===== config.mk =====
export PLATFORM = sky130hd
export DESIGN_NAME = uart_tx_param
export DESIGN_NICKNAME = d
export VERILOG_FILES = /design/src/rtl/uart_pkg.sv /design/src/rtl/uart_tx_fifo.sv /design/src/rtl/uart_tx_param.sv
export SDC_FILE = /design/constraint.sdc
export NUM_CORES = 1
export LEC_CHECK = 0
export CAP_MARGIN = 20
export CORE_ASPECT_RATIO = 1.25
export CORE_MARGIN = 2
export CORE_UTILIZATION = 58
export DETAILED_ROUTE_END_ITERATION = 12
export PLACE_DENSITY = 0.83
export SYNTH_ARGS = -nofsm -noshare
export SYNTH_HDL_FRONTEND = slang
export SYNTH_SLANG_ARGS = --single-unit

===== constraint.sdc =====
create_clock -name clk -period 4.02 [get_ports clk]
set_input_delay 0.804 -clock clk [delete_from_list [all_inputs] [get_ports clk]]
set_output_delay 0.804 -clock clk [all_outputs]
set_load 0.01 [all_outputs]

===== src/rtl/uart_pkg.sv =====
// Shared types and constants for the parametrised UART transmitter.
package uart_pkg;

  typedef enum logic [2:0] {
    IDLE,
    START,
    DATA,
    PARITY,
    STOP
  } uart_tx_state_e;

  typedef enum logic [1:0] {
    NONE = 2'b00,
    EVEN = 2'b01,
    ODD  = 2'b10
  } uart_parity_e;

  localparam int unsigned MIN_BAUD_DIV = 2;

endpackage


===== src/rtl/uart_tx_fifo.sv =====
// Synchronous TX FIFO; pointers carry an extra wrap bit to tell full from empty.
module uart_tx_fifo #(
  parameter int unsigned FIFO_DEPTH = 4,
  parameter int unsigned DATA_WIDTH = 8
) (
  input  logic                          clk,
  input  logic                          reset_n,
  input  logic                          push_i,
  input  logic [DATA_WIDTH-1:0]         wdata_i,
  input  logic                          pop_i,
  output logic [DATA_WIDTH-1:0]         rdata_o,
  output logic                          full_o,
  output logic                          empty_o,
  output logic [$clog2(FIFO_DEPTH):0]   level_o
);

  localparam int unsigned AW = $clog2(FIFO_DEPTH);

  logic [DATA_WIDTH-1:0] mem_q [FIFO_DEPTH];
  logic [AW:0]           wptr_q, rptr_q;
  logic                  do_push, do_pop;

  assign full_o  = (wptr_q[AW] != rptr_q[AW]) && (wptr_q[AW-1:0] == rptr_q[AW-1:0]);
  assign empty_o = (wptr_q == rptr_q);
  assign level_o = wptr_q - rptr_q;
  assign rdata_o = mem_q[rptr_q[AW-1:0]];
  assign do_push = push_i && !full_o;
  assign do_pop  = pop_i && !empty_o;

  always_ff @(posedge clk or negedge reset_n) begin
    if (!reset_n) begin
      wptr_q <= '0;
      rptr_q <= '0;
    end else begin
      if (do_push) wptr_q <= wptr_q + 1'b1;
      if (do_pop)  rptr_q <= rptr_q + 1'b1;
    end
  end

  always_ff @(posedge clk) begin
    if (do_push) mem_q[wptr_q[AW-1:0]] <= wdata_i;
  end

endmodule


===== src/rtl/uart_tx_param.sv =====
// Buffered UART transmitter with runtime divisor and 1/2 stop bits.
// Parity support is compiled in with UART_TX_PARITY_EN.
module uart_tx_param
  import uart_pkg::*;
#(
  parameter int unsigned DATA_WIDTH = 8,
  parameter int unsigned FIFO_DEPTH = 4,
  parameter int unsigned DIV_WIDTH  = 16
) (
  input  logic                        clk,
  input  logic                        reset_n,
  input  logic [DATA_WIDTH-1:0]       tx_byte_in,
  input  logic                        tx_drive,
  output logic                        tx_ready,
  input  logic [DIV_WIDTH-1:0]        baud_div,
  input  logic                        stop_two,
  input  logic [1:0]                  parity_mode,
  output logic                        tx_serial_out,
  output logic                        tx_active,
  output logic                        tx_done,
  output logic [$clog2(FIFO_DEPTH):0] fifo_level
);

  localparam int unsigned   BW       = (DATA_WIDTH > 1) ? $clog2(DATA_WIDTH) : 1;
  localparam logic [BW-1:0] LAST_BIT = BW'(DATA_WIDTH - 1);

  uart_tx_state_e        state_q, state_d;
  logic [DIV_WIDTH-1:0]  timer_q, timer_d, div_q, div_d, div_new;
  logic [BW-1:0]         bit_q, bit_d;
  logic [DATA_WIDTH-1:0] shift_q, shift_d, head;
  logic stop_sec_q, stop_sec_d, stop2_q, stop2_d;
  logic par_en_q, par_en_d, par_bit_q, par_bit_d;
  logic line_q, line_d, active_q, active_d, done_q, done_d;
  logic fifo_full, fifo_empty, pop, frame_end, bit_end;
  logic par_en_new, par_odd_new;

  uart_tx_fifo #(.FIFO_DEPTH(FIFO_DEPTH), .DATA_WIDTH(DATA_WIDTH)) u_fifo (
    .clk     (clk),
    .reset_n (reset_n),
    .push_i  (tx_drive && tx_ready),
    .wdata_i (tx_byte_in),
    .pop_i   (pop),
    .rdata_o (head),
    .full_o  (fifo_full),
    .empty_o (fifo_empty),
    .level_o (fifo_level)
  );

`ifdef UART_TX_PARITY_EN
  assign par_en_new  = (parity_mode == EVEN) || (parity_mode == ODD);
  assign par_odd_new = (parity_mode == ODD);
`else
  logic unused_parity_mode;
  assign unused_parity_mode = ^parity_mode;
  assign par_en_new  = 1'b0;
  assign par_odd_new = 1'b0;
`endif

  assign tx_ready = !fifo_full;
  assign div_new  = (baud_div < DIV_WIDTH'(MIN_BAUD_DIV)) ? DIV_WIDTH'(MIN_BAUD_DIV) : baud_div;
  assign bit_end  = (timer_q == div_q - 1'b1);

  always_comb begin
    state_d    = state_q;
    timer_d    = timer_q;
    bit_d      = bit_q;
    stop_sec_d = stop_sec_q;
    shift_d    = shift_q;
    div_d      = div_q;
    stop2_d    = stop2_q;
    par_en_d   = par_en_q;
    par_bit_d  = par_bit_q;
    pop        = 1'b0;
    frame_end  = 1'b0;
    if (state_q != IDLE) timer_d = bit_end ? '0 : timer_q + 1'b1;
    case (state_q)
      IDLE:   ;
      START:  if (bit_end) state_d = DATA;
      DATA: begin
        if (bit_end) begin
          shift_d = shift_q >> 1;
          if (bit_q == LAST_BIT) state_d = par_en_q ? PARITY : STOP;
          else                   bit_d   = bit_q + 1'b1;
        end
      end
      PARITY: if (bit_end) state_d = STOP;
      STOP: begin
        if (bit_end) begin
          if (stop2_q && !stop_sec_q) begin
            stop_sec_d = 1'b1;
          end else begin
            frame_end = 1'b1;
            state_d   = IDLE;
          end
        end
      end
      default: state_d = IDLE;
    endcase
    // A frame end with a queued word chains straight into START so there is no idle gap.
    if ((state_q == IDLE || frame_end) && !fifo_empty) begin
      pop        = 1'b1;
      state_d    = START;
      timer_d    = '0;
      bit_d      = '0;
      stop_sec_d = 1'b0;
      shift_d    = head;
      div_d      = div_new;
      stop2_d    = stop_two;
      par_en_d   = par_en_new;
      par_bit_d  = (^head) ^ par_odd_new;
    end
  end

  // Line outputs are registered from the current state, so they trail the FSM by one cycle.
  always_comb begin
    line_d   = 1'b1;
    active_d = (state_q != IDLE);
    done_d   = frame_end;
    case (state_q)
      START:   line_d = 1'b0;
      DATA:    line_d = shift_q[0];
      PARITY:  line_d = par_bit_q;
      default: line_d = 1'b1;
    endcase
  end

  always_ff @(posedge clk or negedge reset_n) begin
    if (!reset_n) begin
      state_q    <= IDLE;
      timer_q    <= '0;
      bit_q      <= '0;
      stop_sec_q <= 1'b0;
      shift_q    <= '0;
      div_q      <= DIV_WIDTH'(MIN_BAUD_DIV);
      stop2_q    <= 1'b0;
      par_en_q   <= 1'b0;
      par_bit_q  <= 1'b0;
      line_q     <= 1'b1;
      active_q   <= 1'b0;
      done_q     <= 1'b0;
    end else begin
      state_q    <= state_d;
      timer_q    <= timer_d;
      bit_q      <= bit_d;
      stop_sec_q <= stop_sec_d;
      shift_q    <= shift_d;
      div_q      <= div_d;
      stop2_q    <= stop2_d;
      par_en_q   <= par_en_d;
      par_bit_q  <= par_bit_d;
      line_q     <= line_d;
      active_q   <= active_d;
      done_q     <= done_d;
    end
  end

  assign tx_serial_out = line_q;
  assign tx_active     = active_q;
  assign tx_done       = done_q;

endmodule


Word-level counts from Yosys, hierarchy flattened
Memory sizes are Yosys's and may differ from the RTL's.
Cells that the tools add are included.
{"block": "word_totals", "out_inout_bits": 7, "reg_bits": 58, "memories": 1, "wordCells": 90, "mem_bits_rw": 32, "inputBits": 30}
{"block": "op_classes", "add_sub_neg": 6, "mux": 30, "n_eq_ne": 17, "n_reduce_logical": 22, "order_cmp": 1}
{"memory": "u_fifo.mem_q", "depth": 4, "word_bits": 8, "read_ports": 1, "rd_ports_with_merged_regs": 0, "wr": 1, "line": "uart_tx_fifo.sv:19", "rtl": "logic [DATA_WIDTH-1:0] mem_q [FIFO_DEPTH];"}
{"operator": "$mux W16", "count": 4}
{"operator": "$mux W3", "count": 11}
{"operator": "$mux W8", "count": 3}
{"operator": "$ne A3 B3 Y1 const B", "count": 6}
{"operator": "$add A16 B1 Y16 const B", "count": 1}
{"operator": "$eq A16 B16 Y1", "count": 1}
{"operator": "$lt A16 B2 Y1 const B", "count": 1}
{"operator": "$sub A16 B1 Y16 const B", "count": 1}
{"operator": "$pmux W3 S5", "count": 1}
{"operator": "$mux W1", "count": 10}
{"operator": "$reduce_bool A2 Y1", "count": 5}
{"operator": "$add A3 B1 Y3 const B", "count": 3}
{"operator": "$reduce_xor A8 Y1", "count": 1}
{"operator": "$reduce_and A7 Y1", "count": 1}
{"operator": "$eq A3 B2 Y1 const B", "count": 2}
{"operator": "$eq A3 B3 Y1 const B", "count": 2}
{"operator": "$logic_and A1 B1 Y1", "count": 6}
{"operator": "$reduce_and A3 Y1", "count": 2}
{"operator": "$ne A2 B1 Y1 const B", "count": 2}
{"operator": "$eq A3 B1 Y1 const B", "count": 1}
{"operator": "$eq A3 B3 Y1", "count": 1}
{"operator": "$logic_not A1 Y1", "count": 3}
{"operator": "$logic_not A3 Y1", "count": 1}
{"operator": "$pmux W1 S3", "count": 1}
{"operator": "6 further kinds", "count": 6}

Logic depth before layout (Yosys ltp)
Gate-level depths: netlist (run 1).
{"block": "logic_depth", "ltp_word": 9, "depth_mapped": 11, "ltp_nobuf": 10}

Cells and area by module
From an unflattened synthesis (run 1), not the netlist that was laid out.
{"block": "unflattened", "hier_cells": 397, "area_unflattened_um2": 4868.4}
{"module": "uart_tx_param", "cells_per_inst": 310, "seq_area_each_um2": 1303.8, "instances": 1, "area_each_um2": 3256.9}
{"module": "uart_tx_fifo", "cells_per_inst": 87, "seq_area_each_um2": 1111.1, "instances": 1, "area_each_um2": 1611.5}

Worst setup path after synthesis (run 1)
OpenSTA, ideal clock, no wires.
{"block": "synth_timing", "path_type": "reg2reg", "start": "register div_q[0]", "end": "register shift_q[2]", "required_time_ps": 3895, "stages_incl_launch_ff": 12, "arrival_ps": 2803, "slack_ps": 1092, "path_buffers": 1, "setup_time_ps": 125, "path_cell_list": "dfrtp_1 -> inv_1 -> ha_1 -> nor3b_1 -> nand2_1 -> nor3_1 -> o22ai_1 -> nor4b_4 -> nand3_2 -> o22ai_4 -> buf_6 -> mux2_2"}
{"block": "synth_via", "elab_chain_len": 8, "word_cells_on_any_way": 10, "cone_classes": "add/sub (1); eq/ne (1); mux (3); reduce/logical (5)"}
{"item": "start, declared", "line": "uart_tx_param.sv:28", "rtl": "logic [DIV_WIDTH-1:0] timer_q, timer_d, div_q, div_d, div_new;"}
{"item": "start signal, assigned", "line": "uart_tx_param.sv:134", "rtl": "div_q <= DIV_WIDTH'(MIN_BAUD_DIV);"}
{"item": "start signal, assigned", "line": "uart_tx_param.sv:147", "rtl": "div_q <= div_d;"}
{"item": "$sub A16 B1 Y16 *", "line": "uart_tx_param.sv:61", "rtl": "assign bit_end = (timer_q == div_q - 1'b1);"}
{"item": "$eq A16 B16 Y1 *", "line": "uart_tx_param.sv:61"}
{"item": "$mux W1", "line": "uart_tx_param.sv:88", "rtl": "if (bit_end) begin"}
{"item": "$mux W1", "line": "uart_tx_param.sv:76", "rtl": "case (state_q)"}
{"item": "$logic_or A1 B1 Y1", "line": "uart_tx_param.sv:100", "rtl": "if ((state_q == IDLE || frame_end) && !fifo_empty) begin"}
{"item": "$logic_and A1 B1 Y1", "line": "uart_tx_param.sv:100"}
{"item": "$reduce_bool A2 Y1 (no source line)"}
{"item": "$reduce_and A2 Y1 (no source line)"}
{"item": "end signal, assigned", "line": "uart_tx_param.sv:146", "rtl": "shift_q <= shift_d;"}
{"item": "end, declared", "line": "uart_tx_param.sv:30", "rtl": "logic [DATA_WIDTH-1:0] shift_q, shift_d, head;"}
Every way passes the cells marked *; elsewhere a longest branch is shown, timed or not.
A chain may end at the register's enable or synchronous reset.

Worst setup path in the final report (run 1)
{"block": "layout_timing", "start": "register div_q[2]", "end": "register shift_q[6]"}
Same word-level chain as after synthesis.

==> impl_metrics.toml, run 1 <==
[run_status]
status = "finished clean"

[yosys]
syn_nets = 430
synth_enable_flop_cells = 32
synth_cells = 388
ys_seq_area_frac = 0.5166
ys.flop_type = "dfrtp_1"
ys_seq_elements = 90
syn-cell-area_um2 = 4674
synthDistinctLibCells = 59
synthArstFlopShare = 0.6444
avgSynthCellArea_um2 = 12.05
yosys_warnings = 0

[detailed_routing]
num_vias = 3083
detail_route.vias_per_cell = 5.895
routedWlPerCell_um = 16.92
first_pass_iters = 5
post-route-drc-count = 0
ant_nets = 0
wl_mm = 8.851
drt_iter0_markers = 145

[timing]
min_period_ns = 3.680
timing.fmax_mhz = 271.8
rsz0062_at_grt = "no"
worst_slew_pin_slew_ns = 0.6971
maxSlewHeadroom = 0.5310
setup_viol = 0
whs_ns = 0.4777
skew_ns = 0.01128
hold_violations = 0
fin_setup_tns_ns = 0
worst_slack_ns = 0.3402
report.final.slew_viol_count = 0
fin_crit_sh = 0.9154

[hold_path]
hold_path.class = "in2async"

[placed_design]
numPortBuffers = 34
dp_cells = 507
placed_area_um2 = 5067
dpl.hpwl_mm = 6.563
place_congestion = 0.7772
place_ws_ns = 0.4130

[clock_network]
cts_buffer_depth = 2
cts_post_setup_buffers_inserted = 0
cts.sinks = 90
clk_latency_ns = 0.36
numCtsBuffers = 9
postCtsHoldBufs = 0
path_clk_slew_ns = 0.09
cts_root_buf = "clkbuf_8"
cts_tree = "done"
h-tree-depth = 3
cts_resized = 0

[die]
initial_utilization = 0.5999
dieArea_um2 = 8798
row_count = 36
ios = 37
fp.dieW_um = 84.30
core_um2 = 7792
die_y_um = 104.4

[pwr]
powerDensity_nw_per_um2 = 447.9
pwr-share-comb = 0.215
clkPwrFrac = 0.285
seq_power_share = 0.500
p_int_mw = 1.687
swShare = 0.2878
total_power_mw = 2.369
p_leak_nw = 2.060
power.switching_mw = 0.6819
ir_drop_uv = 383.1

[global_routing]
grt_overflow = 0
first_global_vias = 3143
antenna_found_initial = 0
grt_pass1_wl_mm = 14.81
grt_max_degree = 31
grtUsageTotal = 0.2144

[worst_setup_path]
cp.arrival_ns = 3.92
start_kind = "flip-flop"
required_ns = 4.26
path_class = "reg2reg"
worstPathMaxFanout = 24
critPathCaptureType = "flip-flop"

[finish]
final_nets = 465
n_antenna_cell = 0
final_area_um2 = 5290
nFillCells = 588
finalNonFillerCells = 523
fin_util = 0.6789
drive_gt1_frac = 0.1355
areaGrowthSynthToFinish_pct = 13.17

[run]
drv_cap = 0
==> cells by family (layout without fill, tap and decap cells) <==
group	Yosys count	after routing	share of synthesized area
xor+xnor	41	41	0.07682
buf+inv	30	70	0.03239
simple gates	129	129	0.1507
flops	90	90	0.5166
fa+ha+maj	12	12	0.03373
compound gates	41	41	0.06103
mux	45	45	0.1287
==> registers in the layout, indices dropped and copies added (netlist names) <==
name / count
div_q: 16
u_fifo.mem_q: 32
stop_sec_q: 1
tx_active: 1
stop2_q: 1
u_fifo.rptr_q: 3
tx_done: 1
tx_serial_out: 1
shift_q: 8
timer_q: 16
u_fifo.wptr_q: 3
par_bit_q: 1
state_q: 3
bit_q: 3
==> power by group through the flow <==
stage          registers, mW  clock network, mW  logic, mW
2_1_floorplan           1.14                  0      0.372
3_3_place_gp            1.19                  0      0.493
3_5_place_dp            1.20                  0      0.514
4_1_cts                 1.18              0.685      0.516
5_1_grt                 1.20              0.721      0.565
6_report                1.19              0.675      0.508
==> cell type report <==
| class | instances | area, um^2 | share of cell area |
|---|---|---|---|
| Inverter | 16 | 60.06 | 0.01135 |
| Timing Repair Buffer | 38 | 365.4 | 0.06906 |
| Multi-Input combinational cell | 268 | 2108 | 0.3985 |
| Clock inverter | 7 | 98.84 | 0.01868 |
| Sequential cell | 90 | 2415 | 0.4565 |
| Clock buffer | 9 | 123.9 | 0.02342 |
| Tap cell | 95 | 118.9 | 0.02247 |
==> cells in the mapped netlist, drive strengths merged, types with 4 or more instances <==
master   count  area, um^2
dfrtp       56        1401
nor2        34       127.6
edfxtp      32       960.9
mux2        32       371.6
xnor2       26       227.7
nand2       25       93.84
inv         16       60.06
xor2        15       131.4
o21ai       13       65.06
nand3       12       65.06
nor3        12       60.06
ha          11       137.6
mux4         8       180.2
nand4        8       56.30
a21oi        7       35.03
buf          7       65.05
clkbuf       7       26.28
and3         6       37.54
nor4         6       52.55
mux2i        5       50.05
o2111ai      4       35.03
==> critical path, stage by stage (launching register included) <==
cell	delay (ns)
dfrtp_1	0.46
nor4_1	0.66
nand4b_2	0.27
mux2_2	0.29
mux2i_1	0.07
o22ai_1	0.50
nand3_2	0.37
o22ai_4	0.20
buf_4	0.35
mux2_2	0.38
==> placed cells by master (no fill, tap or decap), drive strengths merged, types with 13 or more instances in the layout <==
| master | instances |
|---|---|
| clkdlybuf4s50 | 33 |
| nand2 | 25 |
| mux2 | 32 |
| o21ai | 13 |
| nor2 | 34 |
| inv | 18 |
| dfrtp | 56 |
| xnor2 | 26 |
| edfxtp | 32 |
| xor2 | 15 |
==> path summary, 6_finish.rpt <==
path                                start             to  slack (ns)  cells past startpoint
worst max-delay path             div_q[2]     shift_q[6]        0.34                      9
worst min-delay path              reset_n       div_q[3]        0.48                      1
worst max register to register   div_q[2]     shift_q[6]        0.34                      9
worst min register to register  par_bit_q      par_bit_q        0.50                      1
max in group asynchronous         reset_n  tx_serial_out        2.64                      2
min in group clk                par_bit_q      par_bit_q        0.50                      1
==> routing by layer <==
| metal | up-vias | global-route usage | share of wire |
|---|---|---|---|
| met2 | 65 | 0.3957 | 0.55 |
| li1 | 1473 | - | - |
| met5 | - | 0 | 0 |
| met4 | 0 | 0.06221 | 0.022 |
| met3 | 24 | 0.04048 | 0.029 |
| met1 | 1521 | 0.2503 | 0.40 |
Power figures use the tool's default switching activity.
==> run 2: changes to the inputs <==
--- a/config.mk
+++ b/config.mk
@@ -11,6 +11,8 @@
 export CORE_UTILIZATION = 58
 export DETAILED_ROUTE_END_ITERATION = 12
 export PLACE_DENSITY = 0.83
+export REMOVE_ABC_BUFFERS = 1
+export SKIP_CTS_REPAIR_TIMING = 1
 export SYNTH_ARGS = -nofsm -noshare
 export SYNTH_HDL_FRONTEND = slang
 export SYNTH_SLANG_ARGS = --single-unit
==> impl_metrics.toml, run 2 (synthesized netlist as in run 1, its figures left out) <==
[run]
drv_cap = 0

[hold_path]
min_from = "par_bit_q"
min_path_cells = 1
whs_endpoint = "par_bit_q"
hold_path.class = "reg2reg"

[worst_setup_path]
reg2reg_depth = 11
regToRegSetupSlack_ns = 0.43
timing.rr.start = "div_q[0]"
required_ns = 4.28
worstPathMaxFanout = 26
cp.arrival_ns = 3.85
worstReg2RegEnd = "shift_q[2]"
path_class = "reg2reg"
start_kind = "flip-flop"
critPathCaptureType = "flip-flop"

[timing]
skew_ns = 0.01275
min_period_ns = 3.591
maxSlewHeadroom = 0.4471
hold_violations = 0
report.final.slew_viol_count = 0
fin_setup_tns_ns = 0
worst_slack_ns = 0.4293
timing.fmax_mhz = 278.5
setup_viol = 0
fin_crit_sh = 0.8932
worst_slew_pin_slew_ns = 0.8293
rsz0062_at_grt = "no"

[clock_network]
path_clk_slew_ns = 0.10
h-tree-depth = 3
numCtsBuffers = 9
clk_latency_ns = 0.37
cts_tree = "done"
cts_root_buf = "clkbuf_8"
cts.sinks = 90
cts_buffer_depth = 2

[finish]
areaGrowthSynthToFinish_pct = 12.47
n_antenna_cell = 0
finalNonFillerCells = 523
drive_gt1_frac = 0.1355
layout.cells.most_common_list = "56 x dfrtp_1, 34 x nor2_1, 33 x clkdlybuf4s50_1"
nFillCells = 614
final_nets = 465
fin_util = 0.6747
final_common_cell = "dfrtp_1"
largest_reg_flops = 32

[run_status]
status = "finished clean"

[placed_design]
dpl.hpwl_mm = 6.325
numPortBuffers = 34
place_congestion = 0.7684
dp_cells = 507
place_ws_ns = 0.4686

[global_routing]
grt_max_degree = 38
grt_overflow = 0
first_global_vias = 3109
grt_pass1_wl_mm = 14.33
use_met1 = 0.2382
gr-usage-met2 = 0.3798
grt.met3_usage = 0.03571
antenna_found_initial = 0
grtUsageTotal = 0.2055
busiest_layer = "met2"

[detailed_routing]
drt_iter0_markers = 153
routedWlPerCell_um = 16.21
first_pass_iters = 4
wl_mm = 8.479
num_vias = 3031
ant_nets = 0
post-route-drc-count = 0
detail_route.vias_per_cell = 5.795

[die]
ios = 37
core_um2 = 7792
die_y_um = 104.4
dieArea_um2 = 8798
row_count = 36
fp.dieW_um = 84.30
initial_utilization = 0.5999

[pwr]
total_power_mw = 2.285
ir_drop_uv = 458.8
p_leak_nw = 2.046
powerDensity_nw_per_um2 = 434.6
-- run 2: report_power, final --
| part | switching, mW | internal [mW] | total (mW) |
|---|---|---|---|
| clock | 0.359 | 0.242 | 0.601 |
| combinational | 0.249 | 0.255 | 0.504 |
| sequential | 0.103 | 1.08 | 1.18 |
| total | 0.710 | 1.57 | 2.28 |
-- run 2: critical path, stage by stage (launching register included) --
cell and delay, ns:
dfrtp_1 0.44, inv_1 0.10, ha_1 0.26, nor3b_1 0.42, nand2_1 0.22, nor3_1 0.21, o22ai_1 0.15, nor4b_4 0.41
nand3_2 0.30, o22ai_4 0.20, buf_4 0.38, mux2_2 0.39
-- run 2: worst max-delay path by stage --
stage                         from         end  slack (ns)
after global placement    div_q[0]  shift_q[6]        0.50
after global routing      div_q[0]    div_q[7]        0.10
after CTS                 div_q[0]  shift_q[2]        0.44
final                     div_q[0]  shift_q[2]        0.43
after detailed placement  div_q[0]  shift_q[2]        0.47
after floorplan           div_q[0]  shift_q[0]        0.78
-- run 2: final cells by class --
type / instances / area (um^2) / area share
Clock buffer: 9 / 123.9 / 0.02356
Clock inverter: 7 / 66.31 / 0.01261
Inverter: 16 / 60.06 / 0.01142
Multi-Input combinational cell: 268 / 2108 / 0.4010
Sequential cell: 90 / 2415 / 0.4593
Tap cell: 95 / 118.9 / 0.02261
Timing Repair Buffer: 38 / 365.4 / 0.06949
-- run 2: metal layers --
layer	vias to the layer above	part of all wire
met5	-	0
met4	0	0.015
met3	11	0.031
met2	50	0.54
met1	1490	0.41
li1	1480	-
-- run 2: metrics by stage --
stage | hold slack, ns | area (um^2)
global route | 0.5306 | 5258
global placement | 0.4702 | 5067
detailed placement | 0.4779 | 5067
CTS | 0.4979 | 5258
floorplan | 0.4585 | 4583
finish | 0.4921 | 5258
